### src/rtl/mc_pkg.sv
// Shared types and constants for the multicycle core fetch front end.
package mc_pkg;

  typedef enum logic [1:0] {
    StIdle,
    StBusy,
    StDone
  } fetch_state_e;

  localparam int unsigned PC_STEP_DEF = 2;

  localparam logic FLAG_Z  = 1'b0;
  localparam logic FLAG_NZ = 1'b1;

  localparam logic PCSRC_ALU = 1'b0;
  localparam logic PCSRC_REG = 1'b1;

endpackage

### src/rtl/mc_redirect_ctl.sv
// Redirect decode (condition and target select) plus the pending-target register
// that holds a redirect arriving while a fetch is in flight.
module mc_redirect_ctl
  import mc_pkg::*;
#(
  parameter int unsigned DATA_W = 16,
  parameter int unsigned ADDR_W = 15
) (
  input  logic              clk,
  input  logic              rst,
  input  logic              busy,
  input  logic              clear,
  input  logic              pc_write,
  input  logic              pc_write_cond,
  input  logic              flag_sel,
  input  logic              zero_f,
  input  logic              pc_src,
  input  logic [DATA_W-1:0] alu_out,
  input  logic [DATA_W-1:0] reg_val,
  output logic              redir,
  output logic [ADDR_W-1:0] target,
  output logic              take_valid,
  output logic [ADDR_W-1:0] take_target
);

  logic              flag;
  logic [DATA_W-1:0] src;
  logic              pend_valid_q;
  logic [ADDR_W-1:0] pend_target_q;

  assign flag   = (flag_sel == FLAG_Z) ? zero_f : ~zero_f;
  assign redir  = pc_write | (pc_write_cond & flag);
  assign src    = (pc_src == PCSRC_REG) ? reg_val : alu_out;
  assign target = src[ADDR_W-1:0];

  generate
    if (DATA_W > ADDR_W) begin : g_drop_hi
      logic unused_src_hi;
      assign unused_src_hi = ^src[DATA_W-1:ADDR_W];
    end
  endgenerate

  // A redirect in the same cycle as completion is treated as already pending.
  assign take_valid  = pend_valid_q | (busy & redir);
  assign take_target = (busy & redir) ? target : pend_target_q;

  always_ff @(posedge clk or negedge rst) begin
    if (!rst) begin
      pend_valid_q  <= 1'b0;
      pend_target_q <= '0;
    end else if (clear) begin
      pend_valid_q  <= 1'b0;
    end else if (busy && redir) begin
      pend_valid_q  <= 1'b1;
      pend_target_q <= target;
    end
  end

endmodule

### src/rtl/mc_fetch_unit.sv
// PC / IR front end: issues instruction fetches with a wait-state handshake and
// timeout, auto-increments the PC, and defers redirects that arrive mid-fetch.
module mc_fetch_unit
  import mc_pkg::*;
#(
  parameter int unsigned DATA_W    = 16,
  parameter int unsigned ADDR_W    = 15,
  parameter int unsigned PC_STEP   = PC_STEP_DEF,
  parameter int unsigned RESET_VEC = 0,
  parameter int unsigned MAX_WAIT  = 8
) (
  input  logic              clk,
  input  logic              rst,
  input  logic              fetch_req,
  output logic              fetch_done,
  output logic              fetch_squash,
  output logic              bus_err,
  output logic              imem_req,
  output logic [ADDR_W-1:0] imem_addr,
  input  logic              imem_ack,
  input  logic [DATA_W-1:0] imem_rdata,
  output logic [DATA_W-1:0] ir,
  output logic [ADDR_W-1:0] pc,
  input  logic              pc_write,
  input  logic              pc_write_cond,
  input  logic              flag_sel,
  input  logic              zero_f,
  input  logic              pc_src,
  input  logic [DATA_W-1:0] alu_out,
  input  logic [DATA_W-1:0] reg_val
);

  localparam int unsigned       CntW   = 8;
  localparam logic [ADDR_W-1:0] RstPc  = ADDR_W'(RESET_VEC);
  localparam logic [ADDR_W-1:0] PcStep = ADDR_W'(PC_STEP);
  localparam logic [CntW-1:0]   CntMax = CntW'(MAX_WAIT - 1);

  fetch_state_e      state_q, state_d;
  logic [ADDR_W-1:0] pc_q, pc_d;
  logic [ADDR_W-1:0] addr_q, addr_d;
  logic [DATA_W-1:0] ir_q, ir_d;
  logic [CntW-1:0]   wait_q, wait_d;
  logic              pend_req_q, pend_req_d;
  logic              bus_err_q, bus_err_d;
  logic              squash_q, squash_d;

  logic              busy;
  logic              clear;
  logic              redir;
  logic [ADDR_W-1:0] target;
  logic              take_valid;
  logic [ADDR_W-1:0] take_target;

  assign busy = (state_q == StBusy);

  mc_redirect_ctl #(
    .DATA_W (DATA_W),
    .ADDR_W (ADDR_W)
  ) u_redirect_ctl (
    .clk           (clk),
    .rst           (rst),
    .busy          (busy),
    .clear         (clear),
    .pc_write      (pc_write),
    .pc_write_cond (pc_write_cond),
    .flag_sel      (flag_sel),
    .zero_f        (zero_f),
    .pc_src        (pc_src),
    .alu_out       (alu_out),
    .reg_val       (reg_val),
    .redir         (redir),
    .target        (target),
    .take_valid    (take_valid),
    .take_target   (take_target)
  );

  always_comb begin
    state_d    = state_q;
    pc_d       = pc_q;
    addr_d     = addr_q;
    ir_d       = ir_q;
    wait_d     = wait_q;
    pend_req_d = 1'b0;
    bus_err_d  = bus_err_q;
    squash_d   = squash_q;
    clear      = 1'b0;

    unique case (state_q)
      StIdle: begin
        if (redir) begin
          // Let the PC settle first; the fetch goes out next cycle at the new PC.
          pc_d       = target;
          pend_req_d = fetch_req | pend_req_q;
        end else if (fetch_req || pend_req_q) begin
          state_d = StBusy;
          addr_d  = pc_q;
          wait_d  = '0;
        end
      end
      StBusy: begin
        if (imem_ack) begin
          clear    = 1'b1;
          squash_d = take_valid;
          state_d  = StDone;
          if (take_valid) begin
            pc_d = take_target;
          end else begin
            ir_d = imem_rdata;
            pc_d = pc_q + PcStep;
          end
        end else if (wait_q == CntMax) begin
          clear     = 1'b1;
          squash_d  = 1'b0;
          bus_err_d = 1'b1;
          state_d   = StDone;
          if (take_valid) begin
            pc_d = take_target;
          end
        end else begin
          wait_d = wait_q + 1'b1;
        end
      end
      StDone: begin
        state_d  = StIdle;
        squash_d = 1'b0;
        if (redir) begin
          pc_d = target;
        end
      end
      default: state_d = StIdle;
    endcase
  end

  always_ff @(posedge clk or negedge rst) begin
    if (!rst) begin
      state_q    <= StIdle;
      pc_q       <= RstPc;
      addr_q     <= '0;
      ir_q       <= '0;
      wait_q     <= '0;
      pend_req_q <= 1'b0;
      bus_err_q  <= 1'b0;
      squash_q   <= 1'b0;
    end else begin
      state_q    <= state_d;
      pc_q       <= pc_d;
      addr_q     <= addr_d;
      ir_q       <= ir_d;
      wait_q     <= wait_d;
      pend_req_q <= pend_req_d;
      bus_err_q  <= bus_err_d;
      squash_q   <= squash_d;
    end
  end

  assign imem_req     = busy;
  assign imem_addr    = addr_q;
  assign fetch_done   = (state_q == StDone);
  assign fetch_squash = (state_q == StDone) & squash_q;
  assign bus_err      = bus_err_q;
  assign ir           = ir_q;
  assign pc           = pc_q;

endmodule

### config.mk
export PLATFORM = sky130hd
export DESIGN_NAME = mc_fetch_unit
export DESIGN_NICKNAME = d
export VERILOG_FILES = /design/src/rtl/mc_pkg.sv /design/src/rtl/mc_redirect_ctl.sv /design/src/rtl/mc_fetch_unit.sv
export SDC_FILE = /design/constraint.sdc
export NUM_CORES = 1
export LEC_CHECK = 0
export CAP_MARGIN = 20
export CORE_MARGIN = 2
export CORE_UTILIZATION = 44
export CTS_CLUSTER_SIZE = 20
export DETAILED_ROUTE_END_ITERATION = 10
export MAX_ROUTING_LAYER = met4
export PLACE_DENSITY = 0.77
export SETUP_SLACK_MARGIN = 0.4
export SLEW_MARGIN = 20
export SYNTH_ARGS = -nofsm -noshare
export SYNTH_HDL_FRONTEND = slang
export SYNTH_SLANG_ARGS = --single-unit
### constraint.sdc
create_clock -name clk -period 2.2 [get_ports clk]
set_clock_uncertainty 0.2 [all_clocks]
set_input_delay 0.22 -clock clk [delete_from_list [all_inputs] [get_ports clk]]
set_output_delay 0.22 -clock clk [all_outputs]
set_load 0.1 [all_outputs]
## Word-level counts from Yosys, hierarchy flattened

Index checks and enable logic that the tools add are counted.

- Logic and storage cells: 78
- Bits in registers: 75
- Input port bits: 57

- Add/sub/neg operators: 2
- Bitwise gates (word level): 11
- Reduce and logical (&&, ||, !) cells: 16
- Mux-type cells: 29
- Eq/ne operators: 10

Operator list:

| cell | number |
|---|---|
| two-way mux 15 bit | 7 |
| two-way mux 8 bit | 4 |
| one-hot mux 15 bit (2 select lines) | 1 |
| one-hot mux 8 bit (2 select lines) | 1 |
| adder 15 x 2 -> 15 bit, second input constant | 1 |
| AND reduction 3 bit | 4 |
| two-way mux 1 bit | 10 |
| adder 8 x 1 -> 8 bit, second input constant | 1 |
| == test 8 x 3 -> 1 bit, second input constant | 1 |
| two-way mux 2 bit | 4 |
| != test 2 bit, second input constant | 4 |
| nonzero test 2 bit | 4 |
| != test 3 bit, second input constant | 2 |
| NOT 1 bit | 5 |
| AND reduction 5 bit | 1 |
| one-hot mux 2 bit (2 select lines) | 1 |
| AND reduction 2 bit | 2 |
| AND reduction 4 bit | 1 |
| AND 1 bit | 3 |
| bitwise OR 1 bit | 3 |
| == test 2 x 1 -> 1 bit, second input constant | 1 |
| == test 2 bit, second input constant | 1 |
| logical NOT 2 bit | 1 |
| != test 2 x 1 -> 1 bit, second input constant | 1 |
| 4 further kinds | 4 |

## Logic depth before layout (Yosys ltp)

- Depth in word-level cells: 10
- Depth in mapped cells: 10
- Gate-level depth less buffers: 7

## By module

Synthesis repeated with hierarchy kept, for this count alone.

- Cell total of the unflattened synthesis: 351
- Area, all modules: 4102.7 µm²

Modules (own cells, without submodules):

| module | instances | cells each | sequential area each (µm²) | area an instance (µm²) |
|---|---|---|---|---|
| mc_fetch_unit | 1 | 276 | 1476.4 | 2985.4 |
| mc_redirect_ctl | 1 | 75 | 400.4 | 1117.3 |

## Worst setup path after synthesis

No wires, ideal clock.

- Path type: reg2reg
- Start: register state_q[1]
- End: register pc_q[6] (netlist: pc[6])
- Buffers on the path: 2
- Cell stages (with the launch flop): 9
- Setup slack: -789 ps
- Setup time: 126 ps
- Data arrival time: 2663 ps
- Cells stage by stage: dfrtp_1 -> inv_1 -> ha_1 -> buf_2 -> nand2_1 -> o21ai_0 -> clkbuf_1 -> a311oi_1 -> o32a_1

- Longest elaborated chain between the ends: 7
- Elaborated cells on any way between the ends: 17

RTL lines:

| what | RTL line | RTL |
|---|---|---|
| start, declared | mc_fetch_unit.sv:38 | `fetch_state_e state_q, state_d;` |
| start signal, assigned | mc_fetch_unit.sv:136 | `state_q <= StIdle;` |
| start signal, assigned | mc_fetch_unit.sv:145 | `state_q <= state_d;` |
| == test 2 x 1 -> 1 bit (*) | mc_fetch_unit.sv:54 | `assign busy = (state_q == StBusy);` |
| via imem_req | mc_fetch_unit.sv:18 | `output logic imem_req,` |
| AND 1 bit | mc_redirect_ctl.sv:44, mc_redirect_ctl.sv:45 |  |
| two-way mux 15 bit | mc_redirect_ctl.sv:45 | `assign take_target = (busy & redir) ? target : pend_target_q;` |
| two-way mux 15 bit | mc_fetch_unit.sv:116 | `if (take_valid) begin` |
| two-way mux 15 bit | mc_fetch_unit.sv:111 | `end else if (wait_q == CntMax) begin` |
| two-way mux 15 bit | mc_fetch_unit.sv:101 | `if (imem_ack) begin` |
| one-hot mux 15 bit (2 select lines) | mc_fetch_unit.sv:88 | `unique case (state_q)` |
| end signal, assigned | mc_fetch_unit.sv:137 | `pc_q <= RstPc;` |
| end signal, assigned | mc_fetch_unit.sv:146 | `pc_q <= pc_d;` |
| end, declared | mc_fetch_unit.sv:39 | `logic [ADDR_W-1:0] pc_q, pc_d;` |

Mark *: on every way through the listed nets, which the timed path passes. The rest lies on a longest branch. The select of a mux whose other input is x is not followed.
A chain may end at the register's enable or synchronous reset.

## Worst setup path in the final report

- Start: register state_q[1]
- End: register pc_q[5] (netlist: pc[5])

- Longest elaborated chain between the ends: 7
- Elaborated cells on any way between the ends: 17

RTL lines:

| what | RTL line |
|---|---|
| == test 2 x 1 -> 1 bit | mc_fetch_unit.sv:54, mc_fetch_unit.sv:88 |
| AND 1 bit | mc_redirect_ctl.sv:44, mc_redirect_ctl.sv:45 |
| two-way mux 15 bit | mc_redirect_ctl.sv:45 |
| two-way mux 15 bit | mc_fetch_unit.sv:116 |
| two-way mux 15 bit | mc_fetch_unit.sv:111 |
| two-way mux 15 bit | mc_fetch_unit.sv:101 |
| one-hot mux 15 bit (2 select lines) | mc_fetch_unit.sv:88 |

Several ways; a longest one is shown, not always the timed one. The select of a mux whose other input is x is not followed.

==> run_results.csv <==
group,metric,value,unit
clocking,clock_latency,0.35,ns
floorplanning,die_y,97.3,um
synthesis,syn_area,3830,um2
synthesis,netlist_instances,362,
critical_path,crit_path_start_kind,"flop",
sta,hold_violations,0,
grt,grt_max_degree,41,
floorplanning,core_area,8590,um2
cells_and_area,multi_input_comb_area,2470,um2
grt,track_usage,28.6,%
sta,finalCritPeriodShare,111,%
floorplanning,dieArea,9470,um2
placed_design,place_hpwl,7960,um
grt,first_global_vias,4127,
clocking,cts-root-buf,"clkbuf_8",
critical_path,worstPathRequired,2.25,ns
sta,maxSlewHeadroom,64.6,%
synthesis,synth_top_area_cell,"dfrtp_1",
hold_path,hold_path.class,"primary input to async pin",
synthesis,async_flop_share,100,%
grt,grtUsageMet2,49.8,%
floorplanning,die_w,97.3,um
routing,post_drt_via_cell_ratio,5.90,
sta,setup_tns,-1.56,ns
synthesis,synth_nets,425,
critical_path,cp_max_fo,5,
clocking,cts.sinks,75,
sta,finalSetupViolations,15,
clocking,clkTransAtPathRegs,0.08,ns
synthesis,syn_avg_cell_area,10.6,um2
cells_and_area,area_delta_synth_final,75.0,%
synthesis,synth_top_cell_area_share,49.0,%
cells_and_area,regArea,1890,um2
placed_design,placed_area,5310,um2
routing,first_pass_iters,4,
synthesis,netlist_top_cells_area,"dfrtp_1 49%, mux2_2 9.4%, mux2i_1 3.9%, nor2_1 3.2%, a21oi_1 3.1%",
cells_and_area,drive_gt1_share,52.8,%
routing,drtAntennaViolNets,0,
run,max_cap_violations,0,
floorplanning,io_pins,107,
synthesis,synth-edff-count,0,
sta,period_needed,2.45,ns
critical_path,crit_type,"flop to flop",
routing,wl_per_cell,21.7,um
cells_and_area,num-nets-final,621,
clocking,htreeDepth,3,
grt,antenna_found_initial,0,
grt,grt_overflow_total,0,
synthesis,synth_seq_cells,75,
routing,via_count,3957,
grt,met3_usage,6.55,%
sta,slew_violations,0,
synthesis,ys_warn_count,0,
placed_design,port_buffers,104,
routing,drt_iter0_markers,283,
synthesis,synth_flop_cell,"dfrtp_1",
status,status,"finished, violations left",
clocking,cts_buffer_depth,2,
sta,max_freq,408,MHz
sta,worst_slack,-0.251,ns
synthesis,ys_types,57,
cells_and_area,fill_cells,486,
sta,rsz0062_at_grt,"yes",
cells_and_area,n_antenna_cell,0,
routing,drc_errors,0,
critical_path,cp_data_arrival_time,2.50,ns
critical_path,cp-end-kind,"flop",
status,violations,"setup timing",
floorplanning,start_util,44.6,%
grt,grt-busiest-layer,"met2",
floorplanning,num_rows,34,
grt,met1_usage,31.5,%
grt,grt_pass1_wl,20700,um
sta,tightest_slew,0.530,ns
clocking,cts_tree,"done",
synthesis,synth-seq-area-share,49.0,%
placed_design,gp_congestion,0.900,
clocking,numCtsBuffers,9,
cells_and_area,postLayoutCellArea,6700,um2
routing,wl,14600,um
[flip-flops by register name, indices dropped and copies added (netlist names)]
| signal | cells |
|---|---|
| imem_addr | 15 |
| bus_err | 1 |
| wait_q | 8 |
| state_q | 2 |
| pend_req_q | 1 |
| pc | 15 |
| u_redirect_ctl.pend_target_q | 15 |
| ir | 16 |
| squash_q | 1 |
| u_redirect_ctl.pend_valid_q | 1 |
[cells by family (layout without fill, tap and decap cells)]
group | after synthesis | count (layout) | share of synthesized area, %
and+or+nand+nor | 110 | 111 | 15.0
DFF | 75 | 75 | 49.0
muxes | 48 | 48 | 13.6
xor gates and xnor gates | 5 | 5 | 1.14
buffers and inverters | 27 | 227 | 3.36
adders and majority gates | 6 | 6 | 1.96
AOI/OAI and AO/OA | 91 | 91 | 15.9
[metal layers]
metal / vias up / share of wire, %
met5: - / 0
met4: 0 / 4.9
met3: 64 / 5.6
met2: 207 / 52
li1: 1720 / -
met1: 1966 / 37
[cells in the final DEF (no fill, tap or decap), types with 10 or more instances in the layout]
cell type,synthesis,layout
nand2_1,26,22
clkdlybuf4s50_1,0,52
nor2_2,0,10
o21ai_1,0,11
a21oi_2,1,13
buf_4,2,104
buf_6,1,26
mux2_4,0,32
nor2_1,33,17
mux2i_1,15,14
dfrtp_1,75,66
[cell usage after synthesis (all sizes together), types with 4 or more instances]
cell    instances
o21ai          24
a31oi           5
nand4b          4
nor2           33
mux2           33
buf            13
inv             8
nand2          26
nand2b          6
nor2b           4
nand3          10
nor3            5
ha              6
o221ai          4
a21oi          25
and3            6
mux2i          15
o211ai          5
clkbuf          6
dfrtp          75
[worst max-delay path: stages (launching register included)]
cell	delay, ns
dfrtp_1	0.39
inv_2	0.09
buf_6	0.12
ha_4	0.16
buf_6	0.13
a211oi_4	0.30
o21a_4	0.26
buf_6	0.12
buf_6	0.11
o211ai_1	0.14
a31oi_1	0.31
[final timing paths]
check,slack (ns),depth (start not counted),end,start
hold reg to reg,0.31,1,bus_err,bus_err
setup / recovery,-0.25,10,pc[5],state_q[1]
setup reg to reg,-0.25,10,pc[5],state_q[1]
hold / removal,0.18,2,u_redirect_ctl.pend_target_q[13],rst
min in group clk,0.27,2,ir[12],imem_rdata[12]
max in group asynchronous,1.01,3,state_q[0],rst
[through the flow]
| step | utilization, % | hold WS [ns] | std cells | setup slack (ns) |
|---|---|---|---|---|
| after floorplan | - | -0.276 | 362 | -0.139 |
| after global placement | 61.8 | 0.0269 | 609 | -0.448 |
| after detailed placement | 61.8 | 0.0353 | 609 | -0.585 |
| after CTS | 72.4 | 0.203 | 659 | 0.0264 |
| after global routing | 78.0 | 0.221 | 671 | -0.238 |
| final | 78.0 | 0.178 | 671 | -0.251 |
[layout make-up]
class,instances,share of cell area (%)
Multi-Input combinational cell,261,36.9
Sequential cell,75,28.2
Clock buffer,11,1.96
Inverter,8,0.485
Timing Repair Buffer,203,29.7
Tap cell,108,2.02
Clock inverter,5,0.803
[repair_timing]
action	in CTS	in global routing
pin swaps	30	31
setup endpoints to repair	75	77
hold buffers	1	0
resized for setup	110	90
cloned	5	2
endpoints found under the hold margin	39	0
buffers inserted	28	10
Power is left out: the tool's default activity adds up to more than one toggle a clock period on the data nets, which glitch-free logic cannot reach.
